**src/rtl/stage_sequencer.sv**
```systemverilog
// Game-flow controller: starts levels, accumulates score/money, judges each stage,
// then sequences result hold, shop upgrades, next level, game-over and win.
module stage_sequencer #(
    parameter int NUM_LEVELS     = 3,
    parameter int TARGET_BASE    = 500,
    parameter int TARGET_STEP    = 250,
    parameter int UPGRADE_COST   = 200,
    parameter int BASE_EXT_SPEED = 4,
    parameter int BASE_ROT_SPEED = 2,
    parameter int SPEED_STEP     = 1,
    parameter int MAX_SPEED      = 16,
    parameter int RESULT_HOLD    = 3
) (
    input  logic        i_clk,
    input  logic        i_reset,
    input  logic        i_startKey,
    input  logic        i_buyExtend,
    input  logic        i_buyRotate,
    input  logic        i_oneSecPulse,
    input  logic        i_stageEnded,
    input  logic        i_stagePassed,
    input  logic [19:0] i_scoreIncrease,
    output logic        o_levelEnable,
    output logic        o_cycleLevel,
    output logic [7:0]  o_levelIndex,
    output logic [19:0] o_levelTarget,
    output logic [19:0] o_score,
    output logic [19:0] o_money,
    output logic [8:0]  o_extentionSpeed,
    output logic [8:0]  o_rotationSpeed,
    output logic [2:0]  o_gameState,
    output logic        o_lastPassed,
    output logic        o_purchaseDenied
);

    localparam logic [2:0] S_IDLE      = 3'd0;
    localparam logic [2:0] S_PLAYING   = 3'd1;
    localparam logic [2:0] S_RESULT    = 3'd2;
    localparam logic [2:0] S_SHOP      = 3'd3;
    localparam logic [2:0] S_GAME_OVER = 3'd4;
    localparam logic [2:0] S_WIN       = 3'd5;
    localparam int HOLD_W = $clog2(RESULT_HOLD + 1);

    logic [2:0]        r_state;
    logic [7:0]        r_levelIndex;
    logic [19:0]       r_score, r_money;
    logic [8:0]        r_ext, r_rot;
    logic              r_lastPassed, r_cycleLevel, r_denied;
    logic [HOLD_W-1:0] r_hold;

    logic [20:0] w_score_sum, w_money_sum;
    logic [19:0] w_score_add, w_money_add;
    logic [31:0] w_target_full;
    logic [9:0]  w_ext_next, w_rot_next;
    logic        w_money_ok, w_ext_ok, w_rot_ok;

    // Saturating accumulate; a zero increase leaves the value untouched anyway.
    assign w_score_sum = {1'b0, r_score} + {1'b0, i_scoreIncrease};
    assign w_money_sum = {1'b0, r_money} + {1'b0, i_scoreIncrease};
    assign w_score_add = w_score_sum[20] ? 20'hFFFFF : w_score_sum[19:0];
    assign w_money_add = w_money_sum[20] ? 20'hFFFFF : w_money_sum[19:0];

    assign w_target_full = 32'(TARGET_BASE) + 32'(r_levelIndex) * 32'(TARGET_STEP);
    assign o_levelTarget = (w_target_full > 32'h000F_FFFF) ? 20'hFFFFF : w_target_full[19:0];

    // One extra bit keeps speed+step from wrapping past the ceiling check.
    assign w_ext_next = {1'b0, r_ext} + 10'(SPEED_STEP);
    assign w_rot_next = {1'b0, r_rot} + 10'(SPEED_STEP);
    assign w_ext_ok   = (w_ext_next <= 10'(MAX_SPEED));
    assign w_rot_ok   = (w_rot_next <= 10'(MAX_SPEED));
    assign w_money_ok = (r_money >= 20'(UPGRADE_COST));

    always_ff @(posedge i_clk) begin
        if (i_reset) begin
            r_state      <= S_IDLE;
            r_levelIndex <= '0;
            r_score      <= '0;
            r_money      <= '0;
            r_ext        <= 9'(BASE_EXT_SPEED);
            r_rot        <= 9'(BASE_ROT_SPEED);
            r_lastPassed <= 1'b0;
            r_cycleLevel <= 1'b0;
            r_denied     <= 1'b0;
            r_hold       <= '0;
        end else begin
            r_cycleLevel <= 1'b0;
            r_denied     <= 1'b0;
            case (r_state)
                S_IDLE: if (i_startKey) begin
                    r_state      <= S_PLAYING;
                    r_score      <= '0;
                    r_money      <= '0;
                    r_levelIndex <= '0;
                    r_ext        <= 9'(BASE_EXT_SPEED);
                    r_rot        <= 9'(BASE_ROT_SPEED);
                end
                S_PLAYING: begin
                    if (i_scoreIncrease != '0) begin
                        r_score <= w_score_add;
                        r_money <= w_money_add;
                    end
                    if (i_stageEnded) begin
                        r_state      <= S_RESULT;
                        r_lastPassed <= i_stagePassed || (w_score_add >= o_levelTarget);
                        r_hold       <= '0;
                    end
                end
                S_RESULT: if (i_oneSecPulse) begin
                    if (r_hold == HOLD_W'(RESULT_HOLD - 1)) begin
                        if (!r_lastPassed)
                            r_state <= S_GAME_OVER;
                        else if (r_levelIndex == 8'(NUM_LEVELS - 1))
                            r_state <= S_WIN;
                        else
                            r_state <= S_SHOP;
                    end else begin
                        r_hold <= r_hold + 1'b1;
                    end
                end
                S_SHOP: begin
                    // Start wins over buys; extend wins over rotate.
                    if (i_startKey) begin
                        r_state      <= S_PLAYING;
                        r_levelIndex <= r_levelIndex + 8'd1;
                        r_cycleLevel <= 1'b1;
                    end else if (i_buyExtend) begin
                        if (w_money_ok && w_ext_ok) begin
                            r_money <= r_money - 20'(UPGRADE_COST);
                            r_ext   <= w_ext_next[8:0];
                        end else begin
                            r_denied <= 1'b1;
                        end
                    end else if (i_buyRotate) begin
                        if (w_money_ok && w_rot_ok) begin
                            r_money <= r_money - 20'(UPGRADE_COST);
                            r_rot   <= w_rot_next[8:0];
                        end else begin
                            r_denied <= 1'b1;
                        end
                    end
                end
                S_GAME_OVER, S_WIN: if (i_startKey) r_state <= S_IDLE;
                default: r_state <= S_IDLE;
            endcase
        end
    end

    assign o_levelEnable    = (r_state == S_PLAYING);
    assign o_cycleLevel     = r_cycleLevel;
    assign o_levelIndex     = r_levelIndex;
    assign o_score          = r_score;
    assign o_money          = r_money;
    assign o_extentionSpeed = r_ext;
    assign o_rotationSpeed  = r_rot;
    assign o_gameState      = r_state;
    assign o_lastPassed     = r_lastPassed;
    assign o_purchaseDenied = r_denied;

endmodule

```
**config.mk**
```make
export PLATFORM = sky130hd
export DESIGN_NAME = stage_sequencer
export DESIGN_NICKNAME = d
export VERILOG_FILES = /design/src/rtl/stage_sequencer.sv
export SDC_FILE = /design/constraint.sdc
export NUM_CORES = 1
export LEC_CHECK = 0
export BUFFER_PORTS_ARGS = -buffer_cell sky130_fd_sc_hd__buf_2
export CORE_UTILIZATION = 59
export DETAILED_ROUTE_END_ITERATION = 10
export HOLD_SLACK_MARGIN = 0.08
export PLACE_DENSITY = 0.81
export SYNTH_ARGS = -nofsm -noshare
export SYNTH_HDL_FRONTEND = slang
export SYNTH_SLANG_ARGS = --single-unit
```
**constraint.sdc**
```tcl
create_clock -name i_clk -period 8.1 [get_ports i_clk]
set_input_delay 2.43 -clock i_clk [delete_from_list [all_inputs] [get_ports i_clk]]
set_output_delay 2.43 -clock i_clk [all_outputs]
set_load 0.1 [all_outputs]
```
==> run summary <==
The count of pins over their slew limit is 0. The sequential area share after synthesis came out at 18.50%. Dividing total power by cell area gives a power density of approximately 230 nW/um2. The upper clock frequency limit is about 0.13 GHz.

The static leakage is 4.313 nW. The count of warnings emitted by yosys is 0. The post-synthesis average cell area came out at 7.875 um2.

Cells fill 68.90% of the core in the end. The final layout net count came out at between 1000 and 1500. The die outline area is 14040 um2. The count of nets left with antenna violations once routing finished came out at 0. The number of instances in the synthesized netlist came out at 1017. The total area of sequential cells is 1488 um2. The number of vias per cell is roughly 6.3. The cell row count is 42. The total inserted antenna cells came out at 0. The clock passes through at most 2 buffers. The worst clock skew came out at 0.01040 ns.

The most used flip-flop cell after synthesis is sky130_fd_sc_hd__dfxtp_1. The via total after detailed routing is 8169. The effective utilization at floorplan came out at roughly 60%. Buffers added to address setup during post-CTS repair amount to 0. The first-pass iteration count of the detailed router is 5.

The tree is rooted in a sky130_fd_sc_hd__clkbuf_16. After clock tree synthesis, the clock-pin slew on the worst setup and hold paths is 0.06 ns. The max-slew headroom at the worst pin is 26.10%. Summing all multi-input logic gate instances after layout gives 6226 um2. After filler insertion, the fill cell instance count of the layout stands at 1102. The data arrival time of the critical path came out at 5.41 ns. Global routing consumed, on the met1 layer, 43.31% of the routing resources. TritonCTS built the clock tree. The fraction of met2 tracks used by global routing came out at 51.21%. The critical path required time is 5.67 ns. The number of global-route vias before repair is 7519. The floorplan step set the die width to 118.5 um. The count of endpoints failing hold in the final timing report came out at 0. The starting DRC count in detailed routing came out at 764. The maximum level of the CTS H-tree came out at 3. Once layout is complete, the cells apart from fillers number about 1300. The routed design has 22.64 mm of wire. The overall routing resource usage is 32.32%. The mapped netlist covers 8009 um2. The clock buffer count from CTS is 9. Counting flops with an async set or reset pin after synthesis yields a share of 0%. The wire length per cell after detailed routing came out at 17.49 um. Setup repair after global routing left no endpoint under its margin.

met2 is the most crowded layer. The flow ran to the end, and the final reports show no timing, DRC or antenna violations. The clock latency on the worst-skew pair came out at between 0.3 and 0.4 ns. The final routed DRC violation total came out at 0. The boundary pin count is 121.

In this run the worst path has a maximum fanout of 11. Detailed placement finished with a half-perimeter wire length of 17.46 mm. The start-to-end type of the worst setup path is reg2out. The final RePlAce weighted congestion came out at 0.9612. The slew of the pin with the lowest slew margin is 1.108 ns. The total core area is 13240 um2. After detailed placement, the design holds a cell count of 1278. The global-route wire length before repair is about 37 mm. The number of synthesized register bits came out at 74.

The global-route congestion overflow total came out at 0. In this run the worst hold path is classified as reg2reg. The number of input and output port buffers inserted is 116.

The synthesized design contains 0 enable-type register cells. The growth of design area from synthesis to finish came out at 13.92%. In the global route stage, met3 resource usage came out at 6.033%. The final period utilization came out at 96.73%. The capturing element type of the critical path is an output pin. In the final layout, the share of cells above drive strength 1 is between 10% and 20%. The number of sinks on the clock net is 74. The number of antenna violations at the first check in global routing came to 1.

The worst setup path is launched from a register. In this run the vertical extent of the chip is approximately 120 um. The final critical-path required period is 7.835 ns.

In this run, distinct cell masters in the synthesized netlist total 80. The total setup violations reported at the end of the flow came out at 0. Max-cap violations in this run came to 0. The maximum vdd ir drop came out at 177.8 uV. Entering global routing, the biggest net connects between 40 and 50 pins.
==> cells by family (layout without fill, tap and decap cells) <==
kind of cell	after synthesis	count (layout)	share of synthesized area, %
AND/OR/NAND/NOR	335	335	20.43
AO/OA/AOI/OAI	310	310	26.65
adder cells (fa/ha/maj)	128	128	22.15
buffers and inverters	110	208	5.640
flip-flops	74	74	18.50
XOR/XNOR	52	52	5.687
multiplexers	7	7	0.8905
other	1	4	0.04682
==> cell usage after synthesis (all sizes together), types with 16 or more instances <==
cell	count	area, um2
a21o	18	135.1
nor2	95	356.6
fa	23	460.4
a21oi	58	290.3
nand3	30	150.1
ha	105	1314
a31oi	16	100.1
xnor2	33	289.0
clkbuf	21	78.83
nand2	76	287.8
o21ai	78	390.4
inv	74	277.8
dfxtp	74	1481
xor2	19	166.4
a22oi	17	127.6
nor3	29	145.1
==> worst paths after layout <==
path	startpoint	end	slack, ns	depth (start not counted)
max	o_levelIndex[1]$_SDFFE_PP0P_	o_levelTarget[15]	0.26	18
min	r_hold[1]$_SDFFE_PP0P_	r_hold[1]$_SDFFE_PP0P_	0.46	2
max reg2reg	o_levelIndex[1]$_SDFFE_PP0P_	o_lastPassed$_SDFFE_PP0P_	1.99	24
min reg2reg	r_hold[1]$_SDFFE_PP0P_	r_hold[1]$_SDFFE_PP0P_	0.46	2
==> power breakdown <==
part	switching (mW)	internal, mW
clock network	0.167	0.241
logic	0.861	0.331
registers	0.0665	0.403
total	1.10	0.974
==> through the flow <==
step / TNS (ns) / hold slack [ns] / setup slack [ns] / power, mW / instance area (um2)
CTS: 0 / 0.4585 / 0.1144 / 2.055 / 9116
global placement: 0 / 0.4477 / 0.6271 / 1.630 / 8815
floorplan: -0.4086 / 0.4356 / -0.2138 / 1.407 / 8173
global route: 0 / 0.4870 / 0.004088 / 2.182 / 9124
finish: 0 / 0.4566 / 0.2646 / 2.070 / 9124
detailed placement: 0 / 0.4504 / 0.5119 / 1.640 / 8815
==> placed cells by master (no fill, tap or decap), types with 16 or more instances in the layout <==
| cell type | synthesis | final |
|---|---|---|
| sky130_fd_sc_hd__a21o_1 | 18 | 18 |
| sky130_fd_sc_hd__a21oi_1 | 58 | 56 |
| sky130_fd_sc_hd__a22oi_1 | 17 | 17 |
| sky130_fd_sc_hd__buf_2 | 7 | 113 |
| sky130_fd_sc_hd__dfxtp_1 | 74 | 71 |
| sky130_fd_sc_hd__xnor2_1 | 33 | 31 |
| sky130_fd_sc_hd__nor3_1 | 29 | 28 |
| sky130_fd_sc_hd__ha_1 | 105 | 104 |
| sky130_fd_sc_hd__o21ai_0 | 77 | 76 |
| sky130_fd_sc_hd__inv_1 | 73 | 70 |
| sky130_fd_sc_hd__nand3_1 | 30 | 29 |
| sky130_fd_sc_hd__nor2_1 | 95 | 95 |
| sky130_fd_sc_hd__fa_1 | 23 | 22 |
| sky130_fd_sc_hd__a31oi_1 | 16 | 16 |
| sky130_fd_sc_hd__nand2_1 | 75 | 75 |
==> registers in the layout (all words and copies together) (netlist names) <==
| register | count |
|---|---|
| o_money | 20 |
| o_score | 20 |
| o_extentionSpeed | 9 |
| o_rotationSpeed | 9 |
| o_levelIndex | 8 |
| o_gameState | 3 |
| r_hold | 2 |
| o_cycleLevel | 1 |
| o_lastPassed | 1 |
| o_purchaseDenied | 1 |
==> repair_timing <==
| item | 4_1_cts | 5_1_grt |
|---|---|---|
| hold endpoints to repair | 0 | 0 |
| hold buffers | 0 | 0 |
| endpoints found under the setup margin | 0 | 3 |
| gates resized for setup | 0 | 6 |
==> layout make-up <==
| class | instances | share of cell area [%] |
|---|---|---|
| inverter | 74 | 3.127 |
| multi-input combinational | 836 | 68.24 |
| clock buffer | 9 | 2.468 |
| clock inverter | 7 | 0.8365 |
| sequential | 74 | 16.31 |
| tap | 176 | 2.414 |
| timing repair buffer | 118 | 6.610 |
==> layer usage <==
metal  vias to the layer above  routed length [um]
met4                         2                 640
met3                        60                1976
met2                       393               10000
li1                       3905                   -
met5                         -                   8
met1                      3809               10010
==> critical path: stages, from the launching register on <==
cell and delay [ns]:
sky130_fd_sc_hd__dfxtp_4 0.43, sky130_fd_sc_hd__clkinvlp_4 0.16, sky130_fd_sc_hd__fa_2 0.65, sky130_fd_sc_hd__xnor2_1 0.14, sky130_fd_sc_hd__ha_1 0.27, sky130_fd_sc_hd__fa_1 0.51
sky130_fd_sc_hd__inv_1 0.06, sky130_fd_sc_hd__fa_1 0.50, sky130_fd_sc_hd__inv_1 0.04, sky130_fd_sc_hd__ha_1 0.32, sky130_fd_sc_hd__o21ai_0 0.12, sky130_fd_sc_hd__o21a_1 0.21
sky130_fd_sc_hd__o21ai_1 0.22, sky130_fd_sc_hd__and2_1 0.20, sky130_fd_sc_hd__xor2_2 0.20, sky130_fd_sc_hd__nand3_1 0.15, sky130_fd_sc_hd__or3_4 0.40, sky130_fd_sc_hd__xor2_4 0.17
sky130_fd_sc_hd__buf_4 0.30
Power figures use the tool's default switching activity.
